`src/rtl/mem_transfer_ctrl.sv`:
```
// rtl/mem_transfer_ctrl.sv - pairwise A-to-B transfer sequencer: reads word pairs from A, writes their sums to B
module mem_transfer_ctrl #(
  parameter int DATA_W = 8,
  parameter int A_AW   = 3,
  parameter int B_AW   = 2
) (
  input  logic              clk,
  input  logic              Reset,
  input  logic              Start,
  input  logic              Abort,
  input  logic [DATA_W-1:0] DataA,
  output logic [A_AW-1:0]   AddrA,
  output logic [B_AW-1:0]   AddrB,
  output logic [DATA_W:0]   DataB,
  output logic              WEB,
  output logic              IncA,
  output logic              IncB,
  output logic              Busy,
  output logic              Done
);

  typedef enum logic [2:0] {IDLE, READ0, READ1, WRITE, DONE} state_t;

  state_t            state;
  logic [DATA_W-1:0] reg_x;
  logic [DATA_W-1:0] reg_y;

  always_ff @(posedge clk) begin
    if (Reset) begin
      state <= IDLE;
      AddrA <= '0;
      AddrB <= '0;
      reg_x <= '0;
      reg_y <= '0;
    end else begin
      case (state)
        IDLE: begin
          if (Start) begin
            AddrA <= '0;
            AddrB <= '0;
            state <= READ0;
          end
        end
        READ0: begin
          if (Abort) begin
            state <= IDLE;
          end else begin
            reg_x <= DataA;
            AddrA <= AddrA + A_AW'(1);
            state <= READ1;
          end
        end
        READ1: begin
          if (Abort) begin
            state <= IDLE;
          end else begin
            reg_y <= DataA;
            AddrA <= AddrA + A_AW'(1);
            state <= WRITE;
          end
        end
        WRITE: begin
          if (Abort) begin
            state <= IDLE;
          end else begin
            // AddrB wraps to 0 on the final write, leaving it ready for the next run
            AddrB <= AddrB + B_AW'(1);
            state <= (AddrB == {B_AW{1'b1}}) ? DONE : READ0;
          end
        end
        DONE:    state <= IDLE;
        default: state <= IDLE;
      endcase
    end
  end

  assign DataB = {1'b0, reg_x} + {1'b0, reg_y};
  assign Busy  = (state == READ0) || (state == READ1) || (state == WRITE);
  assign Done  = (state == DONE);
  // An aborted cycle neither writes nor advances a counter
  assign WEB   = (state == WRITE) && !Abort;
  assign IncA  = ((state == READ0) || (state == READ1)) && !Abort;
  assign IncB  = (state == WRITE) && !Abort;

endmodule

```
`config.mk`:
```
export PLATFORM = sky130hd
export DESIGN_NAME = mem_transfer_ctrl
export DESIGN_NICKNAME = d
export VERILOG_FILES = /design/src/rtl/mem_transfer_ctrl.sv
export SDC_FILE = /design/constraint.sdc
export NUM_CORES = 1
export LEC_CHECK = 0
export BUFFER_PORTS_ARGS = -buffer_cell sky130_fd_sc_hd__buf_4
export CORE_MARGIN = 2
export CORE_UTILIZATION = 35
export CTS_CLUSTER_SIZE = 12
export DETAILED_ROUTE_END_ITERATION = 12
export SKIP_CTS_REPAIR_TIMING = 1
export SLEW_MARGIN = 20
export SYNTH_ARGS = -nofsm -noshare
export SYNTH_HDL_FRONTEND = slang
export SYNTH_SLANG_ARGS = --single-unit
export TNS_END_PERCENT = 100
```
`constraint.sdc`:
```
create_clock -name clk -period 3 [get_ports clk]
set_input_delay 0.6 -clock clk [delete_from_list [all_inputs] [get_ports clk]]
set_output_delay 0.6 -clock clk [all_outputs]
set_load 0.005 [all_outputs]
```
==> results of run 1 <==
-- Yosys cell counts --
master and instances:
a211oi_1 3, a21boi_1 1, a21oi_1 21, a221o_2 1, a32o_1 1, and2_1 1
and3b_1 1, buf_4 2, buf_6 3, clkbuf_1 2, dfxtp_1 24, fa_1 1
ha_1 10, inv_1 8, mux2i_1 2, nand2_1 35, nand2b_1 2, nand3_1 1
nand3b_1 1, nand3b_4 2, nand4_1 1, nor2_1 8, nor2_2 2, nor2b_1 2
nor2b_4 1, nor3_1 2, nor3_2 3, nor3_4 1, nor4_2 1, nor4b_4 2
o21a_1 2, o21ai_0 2, o21ai_1 2, o21bai_1 1, o22ai_1 2, or3_1 2
or3_4 1, xnor2_1 5, xor2_1 2
-- sequential cells by signal, indices dropped and copies added, names as in the netlist --
name and cells:
AddrA 3, AddrB 2, reg_x 8, reg_y 8, state 3
-- metal layers --
metal,part of all wire [%],track usage [%],vias to the layer above,wire length [um]
li1,-,-,616,-
met1,49,16.9,524,1300
met2,45,21.6,24,1200
met3,4.9,1.48,4,129
met4,1.2,4.50,0,33
met5,0,0,-,0
-- worst min-delay path: stages (launching register included) --
cell and delay, ps:
dfxtp_1 320, nand2_1 50, a21oi_1 50
-- stage by stage --
stage | worst slack (ps) | instances | util (%)
floorplan | 900 | 164 | -
global placement | 703 | 237 | 41.9
detailed placement | 679 | 237 | 41.9
CTS | 378 | 241 | 43.3
global route | 155 | 241 | 43.3
finish | 407 | 241 | 43.3
-- layout make-up --
class | instances | area [sq um] | share of cell area [%]
Multi-Input combinational cell | 125 | 865 | 50.3
Sequential cell | 24 | 480 | 28.0
Timing Repair Buffer | 30 | 225 | 13.1
Tap cell | 50 | 62.6 | 3.64
Clock buffer | 4 | 55.1 | 3.20
Inverter | 8 | 30.0 | 1.75
-- placed cells by master (no fill, tap or decap), drive strengths merged, types with 5 or more instances in the layout --
cell type  instances
dfxtp             24
xnor2              5
inv                8
nand2             35
ha                10
nor2              10
nor3               6
a21oi             21
buf               30
-- how the worst min path moves through the flow --
stage	from	endpoint	cells past startpoint
after floorplan	reg_y[0]$_SDFFE_PP0P_	reg_y[0]$_SDFFE_PP0P_	2
after global placement	reg_x[3]$_SDFFE_PP0P_	reg_x[3]$_SDFFE_PP0P_	2
after detailed placement	reg_x[4]$_SDFFE_PP0P_	reg_x[4]$_SDFFE_PP0P_	2
after CTS	reg_x[4]$_SDFFE_PP0P_	reg_x[4]$_SDFFE_PP0P_	2
after global routing	reg_y[0]$_SDFFE_PP0P_	reg_y[0]$_SDFFE_PP0P_	2
final	reg_x[7]$_SDFFE_PP0P_	reg_x[7]$_SDFFE_PP0P_	2
-- where the power goes --
group	switching [W]	internal, W	total, W
Combinational	0.0000475	0.0000517	0.0000992
Clock	0.000102	0.000117	0.000219
Sequential	0.0000138	0.000328	0.000341
Total	0.000164	0.000496	0.000660
-- cells by family (layout without fill, tap and decap cells) --
| logic type | after synthesis | in the layout | share of synthesized area, % |
|---|---|---|---|
| simple gates | 69 | 69 | 29.8 |
| mux | 2 | 2 | 1.40 |
| buf+inv | 15 | 42 | 6.03 |
| fa+ha+maj | 11 | 11 | 10.1 |
| flops | 24 | 24 | 33.6 |
| xor+xnor | 7 | 7 | 4.28 |
| compound gates | 36 | 36 | 14.8 |
==> summary.md, run 1 <==
| Metric | Value |
|---|---|
| Setup crit start | reg_x[0]$_SDFFE_PP0P_ |
| Final setup vio count | 0 |
| Syn_nets | about 190 |
| Setup Total Neg Slack | 0 ps |
| Max-slew headroom | 52.2% |
| Critical Path, Cell by Cell | ha_1, inv_1, fa_1, nor2b_1, o21ai_1, a21oi_1, a211oi_1, xnor2_1, buf_4 |
| Die area | 0.00462 sq mm |
| Startpoint Class | flop |
| Root buf cell | clkbuf_8 |
| GPL Wtd Cong | 0.719 |
| Worst r2r path cells | 5 |
| # DRC | 0 |
| Seq/Total Area, Yosys | between 30% and 40% |
| Post-DRT Antenna Nets | 0 |
| Initial antenna violation count | 0 |
| Layout area overhead | 20.0% |
| Post-layout min period | about 2600 ps |
| Hold Violations, Final | 0 |
| RSZ-0062 raised after global routing | no |
| Critical Path RT | 2400 ps |
| Synth area leaders | dfxtp_1 34%, nand2_1 9.2%, ha_1 8.7% |
| Share of layout cells above drive strength 1 | 25.1% |
| Initial core utilization | 36.0% |
| Hold slack | ~460 ps |
| HPWL after detailed placement | ~2 mm |
| Vias in the first global route | 1069 |
| Via count | 1168 |
| Seq cells post-synth | 24 |
| Worst Max-Slew Pin Slew | 716 ps |
| Leak pwr | 0.737 nW |
| Critical path depth in cells | 9 |
| CP endpoint kind | output pin |
| # rows | 23 |
| All-layer global routing usage | about an eighth |
| Min-Delay Path Class | flop to flop |
| Unique masters post-synth | 39 |
| Pre-Repair DR Iteration Count | 4 |
| R2r endpoint | AddrA[2]$_SDFFE_PP0P_ |
| Final Power | 0.000660 W |
| Vias per inst | 4.85 |
| Cts bufs inserted | 3 |
| Post-Syn Instances | 164 |
| WL final | 2.66 mm |
| R2R Setup Slk | around 1300 ps |
| CP bufs+invs | 2 |
| Core ar. | a little under 0.004 sq mm |
| Wire per inst | 11.0 um |
| Arr. time, crit path | 1990 ps |
| Largest net degree at the start of global routing | 25 |
| First-pass GRT wire length | 4.62 mm |
| CP max-delay cell | fa_1 |
| Ports | 31 |
| Worst setup path end | DataB[6] |
| CP max FO | 2 |
| Worst reg2reg startpoint | state[1]$_SDFFE_PP0P_ |
| Peak supply drop | 0.209 mV |
| Period utilization | 86.4% |
| Die Y-Extent | 68.0 um |
| Final Slew Violations | 0 |
| Number of DRC markers in iteration 0 | 22 |
| Max clock buf depth | 2 |
| Run status | finished clean |
| Max-Cap Viols | 0 |
| Syn Std Cell Area | 0.00143 sq mm |
| Congestion Overflow GR | 0 |
| Max incr delay on CP | 410 ps |
| Antenna cells | 0 |
| Largest area contributor in the netlist | dfxtp_1 |
| Syn Area/Cell | 8.73 sq um |
| Fmax | approximately 0.39 GHz |
| CTS Sinks | 24 |
| PwrDens | 384 mW/mm^2 |
| Post-route cell area | ~0.0017 sq mm |
| CTS tree | yes |
| Top Family by Delay on Critical Path | adder cells |
| Port Buf Inserts | 30 |
| Die Wd | between 60 and 70 um |
| Layout Nets | 215 |
| FILL cells | 416 |
| Yosys warns | 0 |
| Worst-Skew Late Latency | 260 ps |
| Clock Skews | 2.00 ps |
| Setup CP Type | flop to output pin |
| CTS clk-pin slew, worst paths | 80 ps |
| Cell Area, Placed | 0.00166 sq mm |
| H-tree depth | 1 |
| Yosys top cell area share | 33.6% |
Power figures use the tool's default switching activity.
==> run 2: changes to the inputs <==
--- a/config.mk
+++ b/config.mk
@@ -6,10 +6,12 @@
 export NUM_CORES = 1
 export LEC_CHECK = 0
 export BUFFER_PORTS_ARGS = -buffer_cell sky130_fd_sc_hd__buf_4
+export CAP_MARGIN = 30
 export CORE_MARGIN = 2
-export CORE_UTILIZATION = 35
+export CORE_UTILIZATION = 50
 export CTS_CLUSTER_SIZE = 12
 export DETAILED_ROUTE_END_ITERATION = 12
+export PLACE_DENSITY = 0.74
 export SKIP_CTS_REPAIR_TIMING = 1
 export SLEW_MARGIN = 20
 export SYNTH_ARGS = -nofsm -noshare
==> summary.md, run 2 (synthesized netlist as in run 1, its figures left out) <==
| Metric | Value |
|---|---|
| Cts bufs inserted | 3 |
| CTS clk-pin slew, worst paths | between 100 and 150 ps |
| Initial core utilization | 52.4% |
| Setup Total Neg Slack | 0 ps |
| Vias in the first global route | approximately 1100 |
| Worst Max-Slew Pin Slew | 695 ps |
| Leak pwr | just over 0.7 nW |
| Met2 Use GR | 31.5% |
| Pre-Repair DR Iteration Count | 4 |
| CP max-delay cell | fa_1 |
| Critical Path, Cell by Cell | ha_1, inv_1, fa_1, nor2b_1, o21ai_1, a21oi_1, a211oi_1, xnor2_1, buf_4 |
| Period utilization | 88.4% |
| Run status | finished clean |
| Layout area overhead | 16.1% |
| Largest regs | reg_x x8, reg_y x8 |
| Via count | 1192 |
| CP bufs+invs | 2 |
| Hold slack | about 480 ps |
| Max-slew headroom | between 50% and 60% |
| CP max FO | 2 |
| FILL cells | 260 |
| FF+latch area | 480 sq um |
| GPL Wtd Cong | 0.829 |
| Post-route cell area | 0.00166 sq mm |
| Post-DRT Antenna Nets | 0 |
| WL final | around 2.7 mm |
| Congestion Overflow GR | 0 |
| CTS Sinks | 24 |
| Port Buf Inserts | 30 |
| Post-placement cell count | about 220 |
| # DRC | 0 |
| Die Y-Extent | 57.5 um |
| Die Wd | 57.5 um |
| Largest net degree at the start of global routing | 25 |
| RSZ-0062 raised after global routing | no |
| Max incr delay on CP | ~400 ps |
| Number of DRC markers in iteration 0 | 34 |
| Ports | 31 |
| Most frequent cells in the layout | 35 x nand2_1, 30 x buf_4, 24 x dfxtp_1, 21 x a21oi_1, 10 x ha_1 |
| Final Power | 0.000578 W |
| GRT busiest layer | met2 |
| Top Family by Delay on Critical Path | adder cells |
| Fmax | 0.377 GHz |
| Layout Nets | 215 |
| Post-layout min period | between 2000 and 3000 ps |
| Final setup vio count | 0 |
| Core ar. | 0.00273 sq mm |
| Share of layout cells above drive strength 1 | 24.7% |
| Setup CP Type | flop to output pin |
| All-layer global routing usage | 17.5% |
| Startpoint Class | flop |
| PwrDens | about 350 mW/mm^2 |
| Clock Skews | 4.94 ps |
| Fin cells | 221 |
| Max clock buf depth | 2 |
| Most common cell after layout, fill and taps aside | nand2_1 |
| M3 GR Usage | 2.49% |
| Critical Path RT | 2400 ps |
| Antenna cells | 0 |
| Vias per inst | 5.39 |
| Hold Violations, Final | 0 |
| Arr. time, crit path | 2050 ps |
| Cell Area, Placed | about 0.0016 sq mm |
| Wire per inst | 12.3 um |
| Max-Cap Viols | 0 |
| First-pass GRT wire length | 4.66 mm |
| Die area | 0.00331 sq mm |
| # rows | 19 |
| CTS tree | yes |
| Grt met1 use | between 20% and 30% |
| Multi-input logic area | between 800 and 900 sq um |
| Worst-Skew Late Latency | 300 ps |
| Initial antenna violation count | 0 |
| Peak supply drop | 0.226 mV |
| Min-Delay Path Class | flop to flop |
| H-tree depth | 1 |
| Final Slew Violations | 0 |
| HPWL after detailed placement | 2.08 mm |
| CP endpoint kind | output pin |
| Root buf cell | clkbuf_4 |
[run 2: metrics by stage]
stage	utilization, %	setup slack, ps
2_1_floorplan	-	900
3_3_place_gp	60.0	730
3_5_place_dp	60.0	676
4_1_cts	60.8	322
5_1_grt	60.8	159
6_report	60.8	347
[run 2: cell type report]
class / count / area share [%]
Inverter: 8 / 1.81
Multi-Input combinational cell: 125 / 52.0
Tap cell: 31 / 2.33
Clock buffer: 3 / 1.36
Timing Repair Buffer: 30 / 13.6
Sequential cell: 24 / 28.9
[run 2: report_power, final]
| part | internal (W) | leakage (nW) | switching (W) | total [W] |
|---|---|---|---|---|
| registers | 0.000328 | 0.194 | 0.0000139 | 0.000342 |
| logic | 0.0000518 | 0.513 | 0.0000485 | 0.000100 |
| clock network | 0.0000468 | 0.0138 | 0.0000888 | 0.000136 |
[run 2: worst register-to-register path: cells and delay by family, from the launching register on]
family          cells  cell delay [ps]
compound gates      2              310
simple gates        3              570
flops               1              720
[run 2: final timing paths]
kind,startpoint,to,slack (ps),depth (start not counted)
setup / recovery,reg_x[0]$_SDFFE_PP0P_,DataB[6],350,9
hold / removal,reg_x[6]$_SDFFE_PP0P_,reg_x[6]$_SDFFE_PP0P_,480,2
setup reg to reg,state[1]$_SDFFE_PP0P_,AddrA[2]$_SDFFE_PP0P_,1300,5
hold reg to reg,reg_x[6]$_SDFFE_PP0P_,reg_x[6]$_SDFFE_PP0P_,480,2
[run 2: per-layer routing]
| layer | part of all wire [%] | vias up |
|---|---|---|
| li1 | - | 611 |
| met1 | 46 | 551 |
| met2 | 49 | 28 |
| met3 | 4.1 | 2 |
| met4 | 0.70 | 0 |
| met5 | 0 | - |
==> run 3: changes to the inputs <==
--- a/config.mk
+++ b/config.mk
@@ -11,7 +11,7 @@
 export CORE_UTILIZATION = 50
 export CTS_CLUSTER_SIZE = 12
 export DETAILED_ROUTE_END_ITERATION = 12
-export PLACE_DENSITY = 0.74
+export PLACE_DENSITY = 0.84
 export SKIP_CTS_REPAIR_TIMING = 1
 export SLEW_MARGIN = 20
 export SYNTH_ARGS = -nofsm -noshare
==> summary.md, run 3 (synthesized netlist as in run 1, its figures left out) <==
| Metric | Value |
|---|---|
| Max-Cap Viols | 0 |
| WL final | about 2.9 mm |
| Fmax | 0.371 GHz |
| Setup CP Type | flop to output pin |
| CTS Sinks | 24 |
| Root buf cell | clkbuf_4 |
| RSZ-0062 raised after global routing | no |
| Share of layout cells above drive strength 1 | 25.1% |
| Final Slew Violations | 0 |
| Initial core utilization | 52.4% |
| CP max FO | 2 |
| HP Start | reg_x[7]$_SDFFE_PP0P_ |
| Layout area overhead | 17.0% |
| Number of DRC markers in iteration 0 | 16 |
| Largest net degree at the start of global routing | 25 |
| GPL Wtd Cong | 0.777 |
| Leak pwr | 0.729 nW |
| Layout Nets | 215 |
| Clock Skews | approximately 3.5 ps |
| Max clock buf depth | 2 |
| Period utilization | between 80 and 90% |
| R2r endpoint | AddrA[2]$_SDFFE_PP0P_ |
| Core ar. | 0.00273 sq mm |
| Max-slew headroom | 51.3% |
| Hold Violations, Final | 0 |
| GRT busiest layer | met2 |
| Most common cell after layout, fill and taps aside | nand2_1 |
| Die area | 0.00331 sq mm |
| Wire per inst | 13.1 um |
| Congestion Overflow GR | 0 |
| Peak supply drop | between 0.3 and 0.4 mV |
| Vias in the first global route | 1144 |
| FILL cells | 258 |
| Largest regs | reg_x x8, reg_y x8 |
| Vias per inst | 5.50 |
| Antenna cells | 0 |
| Setup Total Neg Slack | 0 ps |
| Met2 Use GR | between 30% and 40% |
| Post-layout min period | ~2700 ps |
| Min-Delay Path Class | flop to flop |
| Arr. time, crit path | between 2000 and 2500 ps |
| Ports | 31 |
| Die Wd | 57.5 um |
| Initial antenna violation count | 0 |
| CTS clk-pin slew, worst paths | around 130 ps |
| Hold Crit Depth | 2 |
| H-tree depth | 1 |
| First-pass GRT wire length | between 4 and 5 mm |
| Cts bufs inserted | 3 |
| Final setup vio count | 0 |
| # rows | 19 |
| Hold Path End | reg_x[7]$_SDFFE_PP0P_ |
| All-layer global routing usage | 18.5% |
| Worst reg2reg startpoint | state[1]$_SDFFE_PP0P_ |
| Most frequent cells in the layout | 35 x nand2_1, 30 x buf_4, 24 x dfxtp_1, 21 x a21oi_1, 10 x ha_1 |
| Grt met1 use | 20.0% |
| Pre-Repair DR Iteration Count | 4 |
| R2R Setup Slk | 1290 ps |
| Hold slack | roughly 470 ps |
| Die Y-Extent | 57.5 um |
| Run status | finished clean |
| CTS tree | yes |
| Final Power | between 0.0006 and 0.0007 W |
| Critical Path RT | around 2400 ps |
| Via count | around 1200 |
| Post-DRT Antenna Nets | 0 |
| Startpoint Class | flop |
| # DRC | 0 |
| Port Buf Inserts | 30 |
| Worst Max-Slew Pin Slew | between 700 and 800 ps |
| HPWL after detailed placement | between 2 and 2.5 mm |
| M3 GR Usage | 2.72% |
| CP endpoint kind | output pin |
| Worst-Skew Late Latency | 310 ps |
| Worst r2r path cells | 5 |
| PwrDens | about 360 mW/mm^2 |
## run 3: area by class of cell
| cell class | count | area [sq um] | area share (%) |
|---|---|---|---|
| flip-flops and latches | 24 | 480 | 28.7 |
| inverters | 8 | 30.0 | 1.79 |
| well taps | 31 | 38.8 | 2.32 |
| repair buffers | 30 | 225 | 13.4 |
| clock buffers | 4 | 36.3 | 2.17 |
| multi-input cells | 125 | 865 | 51.6 |
## run 3: worst max-delay path by stage
stage,startpoint,endpoint,depth (start not counted)
after floorplan,reg_x[0]$_SDFFE_PP0P_,DataB[6],8
after global placement,reg_x[0]$_SDFFE_PP0P_,DataB[6],9
after detailed placement,reg_x[0]$_SDFFE_PP0P_,DataB[6],9
after CTS,reg_x[0]$_SDFFE_PP0P_,DataB[6],9
after global routing,reg_y[0]$_SDFFE_PP0P_,DataB[8],9
final,reg_y[0]$_SDFFE_PP0P_,DataB[6],9
## run 3: power breakdown
group          internal, W  switching [W]  leakage [nW]
combinational    0.0000519      0.0000489         0.513
sequential        0.000328      0.0000141         0.194
clock            0.0000741      0.0000923        0.0210
## run 3: through the flow
stage | setup WS (ps) | instance area, sq um | util [%] | instances
after floorplan | 900 | 1430 | - | 164
final | 305 | 1680 | 61.3 | 222
after detailed placement | 662 | 1640 | 60.0 | 218
after global routing | 96.9 | 1680 | 61.3 | 222
after CTS | 301 | 1680 | 61.3 | 222
after global placement | 736 | 1640 | 60.0 | 218
## run 3: critical path: stages, from the launching register on
cell and delay [ps]:
dfxtp_1 360, ha_1 170, inv_1 50, fa_1 410
nor2b_1 130, o21ai_1 90, a21oi_1 220, a211oi_1 90
xnor2_1 140, buf_4 130
## run 3: routing by layer
metal | vias up | share of wire [%] | routed length [um]
met3 | 4 | 4.3 | 124
met2 | 28 | 51 | 1480
met4 | 0 | 1.7 | 50
li1 | 617 | - | -
met1 | 573 | 43 | 1250
met5 | - | 0 | 0
